## config.mk

```make
export PLATFORM = sky130hd
export DESIGN_NAME = fp_mul_scheduler
export DESIGN_NICKNAME = d
export VERILOG_FILES = /design/src/rtl/fp_mul_scheduler.sv
export SDC_FILE = /design/constraint.sdc
export NUM_CORES = 1
export LEC_CHECK = 0
export ABC_AREA = 1
export BUFFER_PORTS_ARGS = -buffer_cell sky130_fd_sc_hd__buf_2
export CORE_AREA = 5 5 104 106
export DETAILED_ROUTE_END_ITERATION = 7
export DIE_AREA = 0 0 109 111
export SLEW_MARGIN = 20
export SYNTH_ARGS = -nofsm -noshare
export SYNTH_HDL_FRONTEND = slang
export SYNTH_SLANG_ARGS = --single-unit
```

## constraint.sdc

```tcl
create_clock -name clk -period 1.3 [get_ports clk]
set_input_delay 0.13 -clock clk [delete_from_list [all_inputs] [get_ports clk]]
set_output_delay 0.13 -clock clk [all_outputs]
set_load 0.1 [all_outputs]
```

## src/rtl/fp_mul_scheduler.sv

```systemverilog
// Round-robin issue scheduler sharing one fixed-latency pipelined FP multiplier between two requesters.
// Optional performance counters are enabled with `define FP_MUL_SCHED_PERF_EN.
module fp_mul_scheduler #(
    parameter int MUL_LAT = 4,
    parameter int TAG_W   = 3
) (
    input  logic             clk,
    input  logic             reset_n,
    input  logic             req0_valid,
    output logic             req0_ready,
    input  logic [31:0]      req0_a,
    input  logic [31:0]      req0_b,
    input  logic [TAG_W-1:0] req0_tag,
    input  logic             req1_valid,
    output logic             req1_ready,
    input  logic [31:0]      req1_a,
    input  logic [31:0]      req1_b,
    input  logic [TAG_W-1:0] req1_tag,
    output logic             rsp0_valid,
    output logic             rsp1_valid,
    output logic [31:0]      rsp_data,
    output logic [TAG_W-1:0] rsp_tag,
    output logic [31:0]      mul_a,
    output logic [31:0]      mul_b,
    input  logic [31:0]      mul_result,
    input  logic             hold,
    input  logic             flush,
    output logic             busy
`ifdef FP_MUL_SCHED_PERF_EN
    ,
    output logic [31:0]      perf_issue_cnt,
    output logic [31:0]      perf_conflict_cnt
`endif
);

    logic                        issue_en;
    logic                        grant0;
    logic                        grant1;
    logic                        issue;
    logic                        prio_q;
    logic                        prio_d;
    logic [MUL_LAT-1:0]          vld_q;
    logic [MUL_LAT-1:0]          vld_d;
    logic [MUL_LAT-1:0]          id_q;
    logic [MUL_LAT-1:0]          id_d;
    logic [MUL_LAT-1:0][TAG_W-1:0] tag_q;
    logic [MUL_LAT-1:0][TAG_W-1:0] tag_d;
    logic                        tail_vld;

    // Readies are forced low while reset is asserted so nothing looks accepted.
    always_comb begin
        issue_en = reset_n & ~hold & ~flush;
        grant0   = issue_en & req0_valid & (~req1_valid | ~prio_q);
        grant1   = issue_en & req1_valid & (~req0_valid | prio_q);
        issue    = grant0 | grant1;
        prio_d   = issue ? grant0 : prio_q;
    end

    assign req0_ready = grant0;
    assign req1_ready = grant1;

    always_comb begin
        mul_a = 32'h0;
        mul_b = 32'h0;
        if (grant0) begin
            mul_a = req0_a;
            mul_b = req0_b;
        end else if (grant1) begin
            mul_a = req1_a;
            mul_b = req1_b;
        end
    end

    assign vld_d[0] = issue;
    assign id_d[0]  = grant1;
    assign tag_d[0] = grant1 ? req1_tag : (grant0 ? req0_tag : '0);

    // Tracker stages mirror the multiplier pipeline; flush drops every valid bit.
    generate
        for (genvar gi = 1; gi < MUL_LAT; gi++) begin : g_stage
            assign vld_d[gi] = vld_q[gi-1] & ~flush;
            assign id_d[gi]  = id_q[gi-1];
            assign tag_d[gi] = tag_q[gi-1];
        end
    endgenerate

    always_ff @(posedge clk or negedge reset_n) begin
        if (!reset_n) begin
            vld_q  <= '0;
            id_q   <= '0;
            tag_q  <= '0;
            prio_q <= 1'b0;
        end else begin
            vld_q  <= vld_d;
            id_q   <= id_d;
            tag_q  <= tag_d;
            prio_q <= prio_d;
        end
    end

    assign tail_vld   = vld_q[MUL_LAT-1] & ~flush;
    assign rsp0_valid = tail_vld & ~id_q[MUL_LAT-1];
    assign rsp1_valid = tail_vld & id_q[MUL_LAT-1];
    assign rsp_data   = tail_vld ? mul_result : 32'h0;
    assign rsp_tag    = tail_vld ? tag_q[MUL_LAT-1] : '0;
    assign busy       = |vld_q;

`ifdef FP_MUL_SCHED_PERF_EN
    logic [31:0] perf_issue_q;
    logic [31:0] perf_conflict_q;
    logic        conflict;

    assign conflict = req0_valid & req1_valid & issue;

    always_ff @(posedge clk or negedge reset_n) begin
        if (!reset_n) begin
            perf_issue_q    <= 32'h0;
            perf_conflict_q <= 32'h0;
        end else begin
            if (issue) begin
                perf_issue_q <= perf_issue_q + 32'd1;
            end
            if (conflict) begin
                perf_conflict_q <= perf_conflict_q + 32'd1;
            end
        end
    end

    assign perf_issue_cnt    = perf_issue_q;
    assign perf_conflict_cnt = perf_conflict_q;
`else
    // Without counters the scheduler behaves identically; no extra state exists.
`endif

endmodule

```

==> impl_results.md, run 1 <==
* Hpwl dp at 10310 µm
* CTS sink count at 21
* GPL Wtd Cong at 0.7911
* Leak Pwr at 3.440 nW
* PD cells at 423.2 mW/mm²
* Net count, final at 818
* Slowest cell on crit path: dfrtp_1
* Syn_nets at 517
* Post-synthesis async set-or-reset flop share at 100.0%
* RSZ-0062 raised after global routing: true
* Std cell rows at 36
* Arr. time, crit path at 1.62 ns
* Final TNS setup at -30.90 ns
* Setup ws final at -0.4541 ns
* Detailed-route DRC error count at 0
* Top post-synthesis cells by area: nand2_1 (29%), dfrtp_1 (28%), nand3_1 (18%)
* Initial DRC Count at 82
* Critical path startpoint: prio_q
* CP max stage delay at 0.39 ns
* FF-to-FF Start: prio_q
* Worst r2r path cells at 8
* Post-route ant nets at 0
* Worst relative slew slack at 83.16%
* Top cell types by occurrence after synthesis: nand2_1 (144), nand3_1 (69), inv_1 (42)
* Post-Syn Instances at 345
* Critical path class: register to output pin
* Fmax at 570.1 MHz
* Synth-to-Final Area Change at 286.5%
* Die ar. at 0.01210 mm²
* Synth top area share at 28.95%
* Largest fanout on the critical path at 12
* Dpl cell area at 0.006666 mm²
* Max-cap viol count at 0
* Total grt overflow at 0
* Mapped Avg Cell Area at 5.411 µm²
* DIE WIDTH at 109 µm
* CP required at 1.17 ns
* Largest net degree at the start of global routing at 43
* WL per Instance at 16.07 µm
* Final-report hold violation count at 0
* Clock slew at the register clock pins of the worst setup and hold paths at 0.08 ns
* Count leader, synth: nand2_1
* Fillers at 645
* Worst vdd ir at 332.8 µV
* Multi-input gate area at 0.002729 mm²
* Top FF cell, synth: dfrtp_1
* Worst slew pin tran at 0.2527 ns
* Type of the worst min-delay path: input port to register
* First-pass GRT wire length at 18730 µm
* Initial Util at 19.28%
* Violated checks: setup timing
* Setup violators final at 103
* Unique masters post-synth at 13
* Clk buf depth at 2
* Startpoint Class: register
* Skew final at 0.005087 ns
* Final period demand of the worst path at 1.754 ns
* Post-synth EDFFs at 0
* Number of antenna violations at the first check in global routing at 1
* Count of pins over their slew limit at 0
* Sequential cell area at 525.5 µm²
* GRT Total Usage at 19.40%
* Synthesized area at 0.001867 mm²
* H-tree depth at 1
* WL final at 12520 µm
* Ports at 276
* DR pass1 iterations at 5
* CP endpoint kind: output pin
* Core area at 0.009684 mm²
* TritonCTS clock tree: built
* Synth Warn # at 0
* Worst-Skew Late Latency at 0.26 ns
* Post-synthesis sequential area ratio at 28.15%
* CTS Buf Count at 3
* Design area at 0.007214 mm²
* Overall die height at 111 µm
* Number of global-route vias before repair at 3764
* Post-route clock period utilization at 134.9%
* FF+latch count, synth at 21
* Layout cells sized above 1 at 77.98%
* Worst path cell trace: nand2_2, nand2_2, nor2_4, buf_12, buf_6, nand2_1, nand2_4, buf_12
* Number of port buffers at 275
* Synth area leader: nand2_1
* Routed vias at 3397
* HP Start: req0_tag[1]
* Worst hold path depth at 3
* Via density at 4.361
* Status: finished with violations
* Clk root buf: clkbuf_8
## sequential cells by signal (all words and copies together), names as in the netlist
register	flops
id_q	4
prio_q	1
tag_d	9
tag_q	3
vld_q	4
## metrics by stage
step                      instances  setup WS [ns]  util (%)  hold WS, ns  power, mW
final                           779        -0.4541     74.50      0.07562      3.053
after global routing            779        -0.5617     74.50      0.07521      3.202
after CTS                       777        -0.4645     73.19      0.07027      3.041
after detailed placement        762        -0.2848     68.84       0.1643      2.558
after global placement          762        -0.2456     68.84       0.1680      2.533
after floorplan                 345        -0.1982         -      -0.1656      1.762
## per-layer routing
metal  GRT usage (%)  share of wire (%)  vias to the layer above
met3           6.465                 12                       20
met4           5.976                2.3                        0
met1           18.74                 30                     1549
met5               0                  0                        -
met2           37.55                 56                      182
li1                -                  -                     1646
## worst paths after layout
check / endpoint / slack (ns)
max in group asynchronous: vld_q[2] / 0.66
hold / removal: tag_d[4] / 0.08
setup / recovery: mul_a[7] / -0.45
hold reg to reg: id_q[1] / 0.35
min in group asynchronous: id_q[1] / 0.43
setup reg to reg: tag_d[5] / 0.06
## power by group
group	switching [mW]	internal (mW)	total (mW)
clock network	0.200	0.216	0.416
logic	1.19	0.758	1.95
registers	0.0117	0.680	0.692
## critical path: cells and delay by family (launching register included)
kind	cells	cell delay, ns
simple gates	5	0.49
flops	1	0.39
buf+inv	3	0.47
## cells in the final DEF (no fill, tap or decap), types with 15 or more instances in the layout
| cell type | count |
|---|---|
| buf_2 | 171 |
| buf_4 | 17 |
| nand3_1 | 59 |
| nand2_2 | 24 |
| buf_12 | 120 |
| nand2_4 | 49 |
| nand2_1 | 15 |
| nand2_8 | 56 |
| nor2_4 | 39 |
| dfrtp_1 | 21 |
| inv_1 | 41 |
## logic make-up after synthesis
family | share of synthesized area (%)
and+or+nand+nor | 56.37
buffers and inverters | 15.48
DFF | 28.15
## repair_timing
action | CTS | global route
setup endpoints to repair | 103 | 103
setup buffers | 6 | 5
gates cloned | 5 | 1
hold buffers | 1 | 0
pin swaps | 4 | 30
gates resized for setup | 47 | 34
hold endpoints to repair | 21 | 0
## layout make-up
cell class,count,area share [%]
Antenna cell,1,0.03469
Clock buffer,3,0.5723
Clock inverter,1,0.1041
Inverter,44,2.341
Multi-Input combinational cell,256,37.83
Sequential cell,21,7.284
Tap cell,133,2.307
Timing Repair Buffer,320,49.53
Note: power is estimated with default switching activity, not from simulation.
==> run 2, diff against run 1 <==
--- a/config.mk
+++ b/config.mk
@@ -6,7 +6,7 @@
 export NUM_CORES = 1
 export LEC_CHECK = 0
 export ABC_AREA = 1
-export BUFFER_PORTS_ARGS = -buffer_cell sky130_fd_sc_hd__buf_2
+export BUFFER_PORTS_ARGS = -buffer_cell sky130_fd_sc_hd__clkbuf_2
 export CORE_AREA = 5 5 104 106
 export DETAILED_ROUTE_END_ITERATION = 7
 export DIE_AREA = 0 0 109 111
==> constraint.sdc (replaced) <==
create_clock -name clk -period 2 [get_ports clk]
set_input_delay 0.2 -clock clk [delete_from_list [all_inputs] [get_ports clk]]
set_output_delay 0.2 -clock clk [all_outputs]
set_load 0.1 [all_outputs]
==> impl_results.md, run 2 (synthesized netlist as in run 1, its figures left out) <==
* Core area at 0.009684 mm²
* Overall die height at 111 µm
* Status: completed
* DR pass1 iterations at 4
* Ant diodes at 0
* Worst hold path depth at 3
* Worst r2r path cells at 6
* Count of pins over their slew limit at 0
* Final-report hold violation count at 0
* Commonest non-fill, non-tap cell in the layout: clkbuf_2
* Detailed-route DRC error count at 0
* Number of global-route vias before repair at 3129
* Setup violators final at 0
* Worst-Skew Late Latency at 0.25 ns
* CP endpoint kind: output pin
* Arr. time, crit path at 1.62 ns
* Layout cells sized above 1 at 48.93%
* Worst vdd ir at 196.6 µV
* Max-cap viol count at 0
* Die ar. at 0.01210 mm²
* CP max stage delay at 0.38 ns
* R2R Path End: tag_d[3]
* FF-to-FF Start: prio_q
* Via density at 4.170
* Ports at 276
* Post-route ant nets at 0
* Worst relative slew slack at 63.05%
* Fmax at 549.9 MHz
* Worst path cell trace: nand2_1, nand2_1, nor2_4, buf_12, nand2_1, nand2_1, buf_12
* Initial Util at 19.28%
* Total power at 1.682 mW
* Routed vias at 3094
* Total grt overflow at 0
* RSZ-0062 raised after global routing: false
* Clk root buf: clkbuf_8
* PostCTS Resize Cnt at 0
* Number of antenna violations at the first check in global routing at 0
* Critical path class: register to output pin
* Std cell rows at 36
* PD cells at 335.8 mW/mm²
* Post-CTS setup buffers at 0
* Clk buf depth at 2
* DIE WIDTH at 109 µm
* Worst slew pin tran at 0.5566 ns
* CP required at 1.80 ns
* H-tree depth at 1
* Post-route clock period utilization at 90.93%
* Skew final at 0.001679 ns
* Fillers at 900
* Synth-to-Final Area Change at 168.4%
* Hold Path Sink: tag_d[5]
* Setup slack, reg-to-reg at 0.84 ns
* Initial DRC Count at 149
* CTS Buf Count at 3
* Hpwl dp at 8816 µm
* Setup ws final at 0.1813 ns
* Final period demand of the worst path at 1.819 ns
* Max reg flops at 9
* Most frequent cells in the layout: clkbuf_2 (172), nand2_1 (134), buf_12 (105)
* CTS sink count at 21
* WL per Instance at 13.44 µm
* Leak Pwr at 2.789 nW
* GPL Wtd Cong at 0.8381
* Setup Slack @ Placement at 0.3627 ns
* GRT Total Usage at 15.27%
* WL final at 9974 µm
* TritonCTS clock tree: built
* First-pass GRT wire length at 14990 µm
* Type of the worst min-delay path: input port to register
* CP dominant cell by count: nand2_1
* HP Start: req0_tag[2]
* Net count, final at 782
* Slowest cell on crit path: dfrtp_1
* Largest fanout on the critical path at 50
* Clock slew at the register clock pins of the worst setup and hold paths at 0.07 ns
* Largest net degree at the start of global routing at 67
* Number of port buffers at 275
* Cts hold-fix bufs at 2
* Startpoint Class: register
==> run 2: changes by cell type in the layout (fill, tap and decap cells not counted), sizes merged <==
| cell | previous run | this run |
|---|---|---|
| buf | 318 | 110 |
| clkbuf | 4 | 176 |
| clkinvlp | 2 | 0 |
| diode | 1 | 0 |
| dlygate4sd3 | 1 | 2 |
| inv | 42 | 43 |
==> run 2: worst max-delay path: cells and delay by family (launching register included) <==
family / cells / cell delay (ns)
flops: 1 / 0.38
buf+inv: 2 / 0.40
simple gates: 5 / 0.53
==> run 2: how the worst max path moves through the flow <==
stage                     cells past startpoint     start      endpoint  slack [ns]
after global routing                          7    prio_q      mul_a[1]        0.03
after CTS                                     7    prio_q     mul_b[23]        0.16
after detailed placement                      7   reset_n      mul_b[1]        0.36
after floorplan                               3  vld_q[3]  rsp_data[10]       -0.13
final                                         7    prio_q     mul_b[28]        0.18
after global placement                        7   reset_n     mul_b[31]        0.39
==> run 2: layout make-up <==
class	instances	area, µm²	share of cell area, %
Timing Repair Buffer	284	3020	60.29
Inverter	44	165.2	3.297
Tap cell	133	166.4	3.322
Multi-Input combinational cell	256	1087	21.70
Sequential cell	21	525.5	10.49
Clock buffer	4	45.04	0.8991
==> run 2: metrics by stage <==
step	util [%]	area (µm²)	std cells	hold slack (ns)	TNS, ns
after detailed placement	51.06	4945	736	0.02070	0
after global routing	51.73	5010	742	0.1503	0
after global placement	51.06	4945	736	0.01928	0
final	51.73	5010	742	0.1430	0
after floorplan	-	1889	345	-0.09559	-3.965
after CTS	51.73	5010	742	0.1333	0
==> run 2: where the power goes <==
part	internal (mW)	total (mW)	switching, mW
Sequential	0.442	0.449	0.00621
Clock	0.141	0.263	0.122
Combinational	0.355	0.970	0.615
==> run 2: routing by layer <==
layer / global-route usage [%] / up-vias / wire length (µm)
met3: 5.358 / 12 / 1278
li1: - / 1564 / -
met2: 29.93 / 188 / 5316
met5: 0 / - / 0
met1: 14.76 / 1330 / 3223
met4: 3.535 / 0 / 155
==> run 3, diff against run 2 <==
--- a/config.mk
+++ b/config.mk
@@ -5,11 +5,10 @@
 export SDC_FILE = /design/constraint.sdc
 export NUM_CORES = 1
 export LEC_CHECK = 0
-export ABC_AREA = 1
-export BUFFER_PORTS_ARGS = -buffer_cell sky130_fd_sc_hd__clkbuf_2
 export CORE_AREA = 5 5 104 106
 export DETAILED_ROUTE_END_ITERATION = 7
 export DIE_AREA = 0 0 109 111
+export DONT_BUFFER_PORTS = 1
 export SLEW_MARGIN = 20
 export SYNTH_ARGS = -nofsm -noshare
 export SYNTH_HDL_FRONTEND = slang
==> impl_results.md, run 3 <==
* WL final at 8236 µm
* Detailed-route DRC error count at 0
* Number of port buffers at 0
* RSZ-0062 raised after global routing: false
* DR pass1 iterations at 4
* GPL Wtd Cong at 0.7592
* Sequential cell area at 525.5 µm²
* GRT Total Usage at 11.94%
* Gate power share at 47.4%
* Startpoint Class: register
* PD cells at 396.4 mW/mm²
* Worst vdd ir at 215.9 µV
* CP required at 1.80 ns
* Ant diodes at 0
* Layout cells sized above 1 at 49.21%
* Clock share of power at 19.3%
* Multi-input gate area at 928.4 µm²
* Worst path cell trace: nand2b_1, and3_4, buf_16, a22o_2, buf_12
* Post-synth EDFFs at 0
* Worst-Skew Late Latency at 0.25 ns
* CTS sink count at 21
* Net Switching at 553.6 µW
* Count of pins over their slew limit at 0
* Synth-to-Final Area Change at 114.7%
* Most frequent cells in the layout: buf_12 (71), a22o_1 (58), and2_1 (36)
* Initial Util at 16.38%
* CP endpoint kind: output pin
* Largest fanout on the critical path at 70
* Leak Pwr at 1.494 nW
* Fillers at 942
* Routed vias at 1774
* Type of the worst min-delay path: input port to register
* Std cell rows at 36
* Sequential share of power at 33.4%
* Clk buf depth at 2
* Post-route clock period utilization at 96.31%
* WL per Instance at 21.39 µm
* Post-synthesis sequential area ratio at 33.12%
* Post-Syn Instances at 158
* Max-cap viol count at 0
* Synthesized area at 0.001587 mm²
* First-pass GRT wire length at 11060 µm
* Initial DRC Count at 84
* Commonest non-fill, non-tap cell in the layout: buf_12
* Arr. time, crit path at 1.73 ns
* FF+latch count, synth at 21
* Max reg flops at 9
* Post-route ant nets at 0
* Worst hold path depth at 1
* Unique masters post-synth at 18
* Worst r2r path cells at 4
* Clock slew at the register clock pins of the worst setup and hold paths at 0.07 ns
* Synth Warn # at 0
* Internal at 796.8 µW
* Overall die height at 111 µm
* Final TNS setup at 0 ns
* Ports at 276
* Fmax at 519.2 MHz
* Slowest cell on crit path: dfrtp_1
* Setup violators final at 0
* Total grt overflow at 0
* Largest net degree at the start of global routing at 71
* Final-report hold violation count at 0
* Finished Layout Cells at 385
* Top cell types by occurrence after synthesis: a22o_1 (67), and2_1 (36), dfrtp_1 (21)
* Clk root buf: clkbuf_8
* Die ar. at 0.01210 mm²
* CP top delay family: flip-flops
* Syn_nets at 330
* Critical path class: register to output pin
* CTS Buf Count at 3
* Dpl cells at 378
* Top FF cell, synth: dfrtp_1
* Final core utilization at 35.18%
* Number of antenna violations at the first check in global routing at 2
* Top post-synthesis cells by area: a22o_1 (37%), dfrtp_1 (33%), and2_1 (14%)
* Synth area leader: a22o_1
* DIE WIDTH at 109 µm
* WP buf/inv at 2
* Dpl cell area at 0.003324 mm²
* CP max stage delay at 0.41 ns
* H-tree depth at 1
* Net count, final at 425
* Skew final at 0.001183 ns
* Status: completed
* Worst relative slew slack at 40.14%
* Levels on crit path at 5
* Post-CTS setup buffers at 0
* Sw frac at 41.00%
* Core area at 0.009684 mm²
* Via density at 4.608
* TritonCTS clock tree: built
* Synth top area share at 36.99%
* Worst slew pin tran at 0.8949 ns
* Number of global-route vias before repair at 1770
* Final period demand of the worst path at 1.926 ns
* Mapped Avg Cell Area at 10.04 µm²
* Post-synthesis async set-or-reset flop share at 100.0%
* Count leader, synth: a22o_1
* Min Hold Slack at 0.05035 ns
* Design area at 0.003407 mm²
run 3: cell count changes after synthesis, moves of 36 or more:
cell and delta:
nand2_1 -143, and2_1 +36, inv_1 -42, a22o_1 +67, nand3_1 -69, nor2_1 -41
run 3: final timing paths:
check                                 from        end  slack (ns)
worst max-delay path                prio_q  mul_a[29]        0.07
worst min-delay path            req1_valid     prio_q        0.05
worst max register to register      prio_q   vld_q[0]        0.63
worst min register to register     id_q[2]    id_q[3]        0.35
max in group asynchronous          reset_n   vld_q[2]        0.93
min in group asynchronous          reset_n  tag_q[10]        0.52
run 3: per-layer routing:
metal | global-route usage (%) | wire length, µm | up-vias
met5 | 0 | 27 | -
met4 | 1.178 | 24 | 4
met3 | 6.290 | 1288 | 8
met2 | 22.81 | 4322 | 160
met1 | 11.46 | 2573 | 817
li1 | - | - | 785
run 3: area by class of cell:
cell class / count / share of cell area (%)
well taps: 133 / 4.884
multi-input cells: 117 / 27.25
flip-flops and latches: 21 / 15.42
repair buffers: 110 / 51.12
clock buffers: 4 / 1.322
run 3: power groups by stage:
stage               Clock [mW]  Combinational [mW]  Sequential [mW]
floorplan                    0               0.444            0.456
global placement             0               0.625            0.458
detailed placement           0               0.631            0.459
CTS                      0.272               0.642            0.451
global route             0.289               0.658            0.453
finish                   0.260               0.640            0.451
run 3: cells by family after synthesis:
| group | synth area share [%] |
|---|---|
| compound gates | 37.70 |
| buf+inv | 9.858 |
| flops | 33.12 |
| simple gates | 19.32 |
run 3: metrics by stage:
stage | total power, mW | setup slack [ns]
after detailed placement | 1.089 | 0.2718
final | 1.350 | 0.07387
after global placement | 1.082 | 0.3355
after global routing | 1.400 | 0.002511
after floorplan | 0.9003 | 0.02237
after CTS | 1.364 | 0.07720
run 3: repair_timing:
action	CTS	global route
setup endpoints to repair	0	1
endpoints found under the hold margin	23	1
gates resized for setup	0	1
hold buffers	2	1
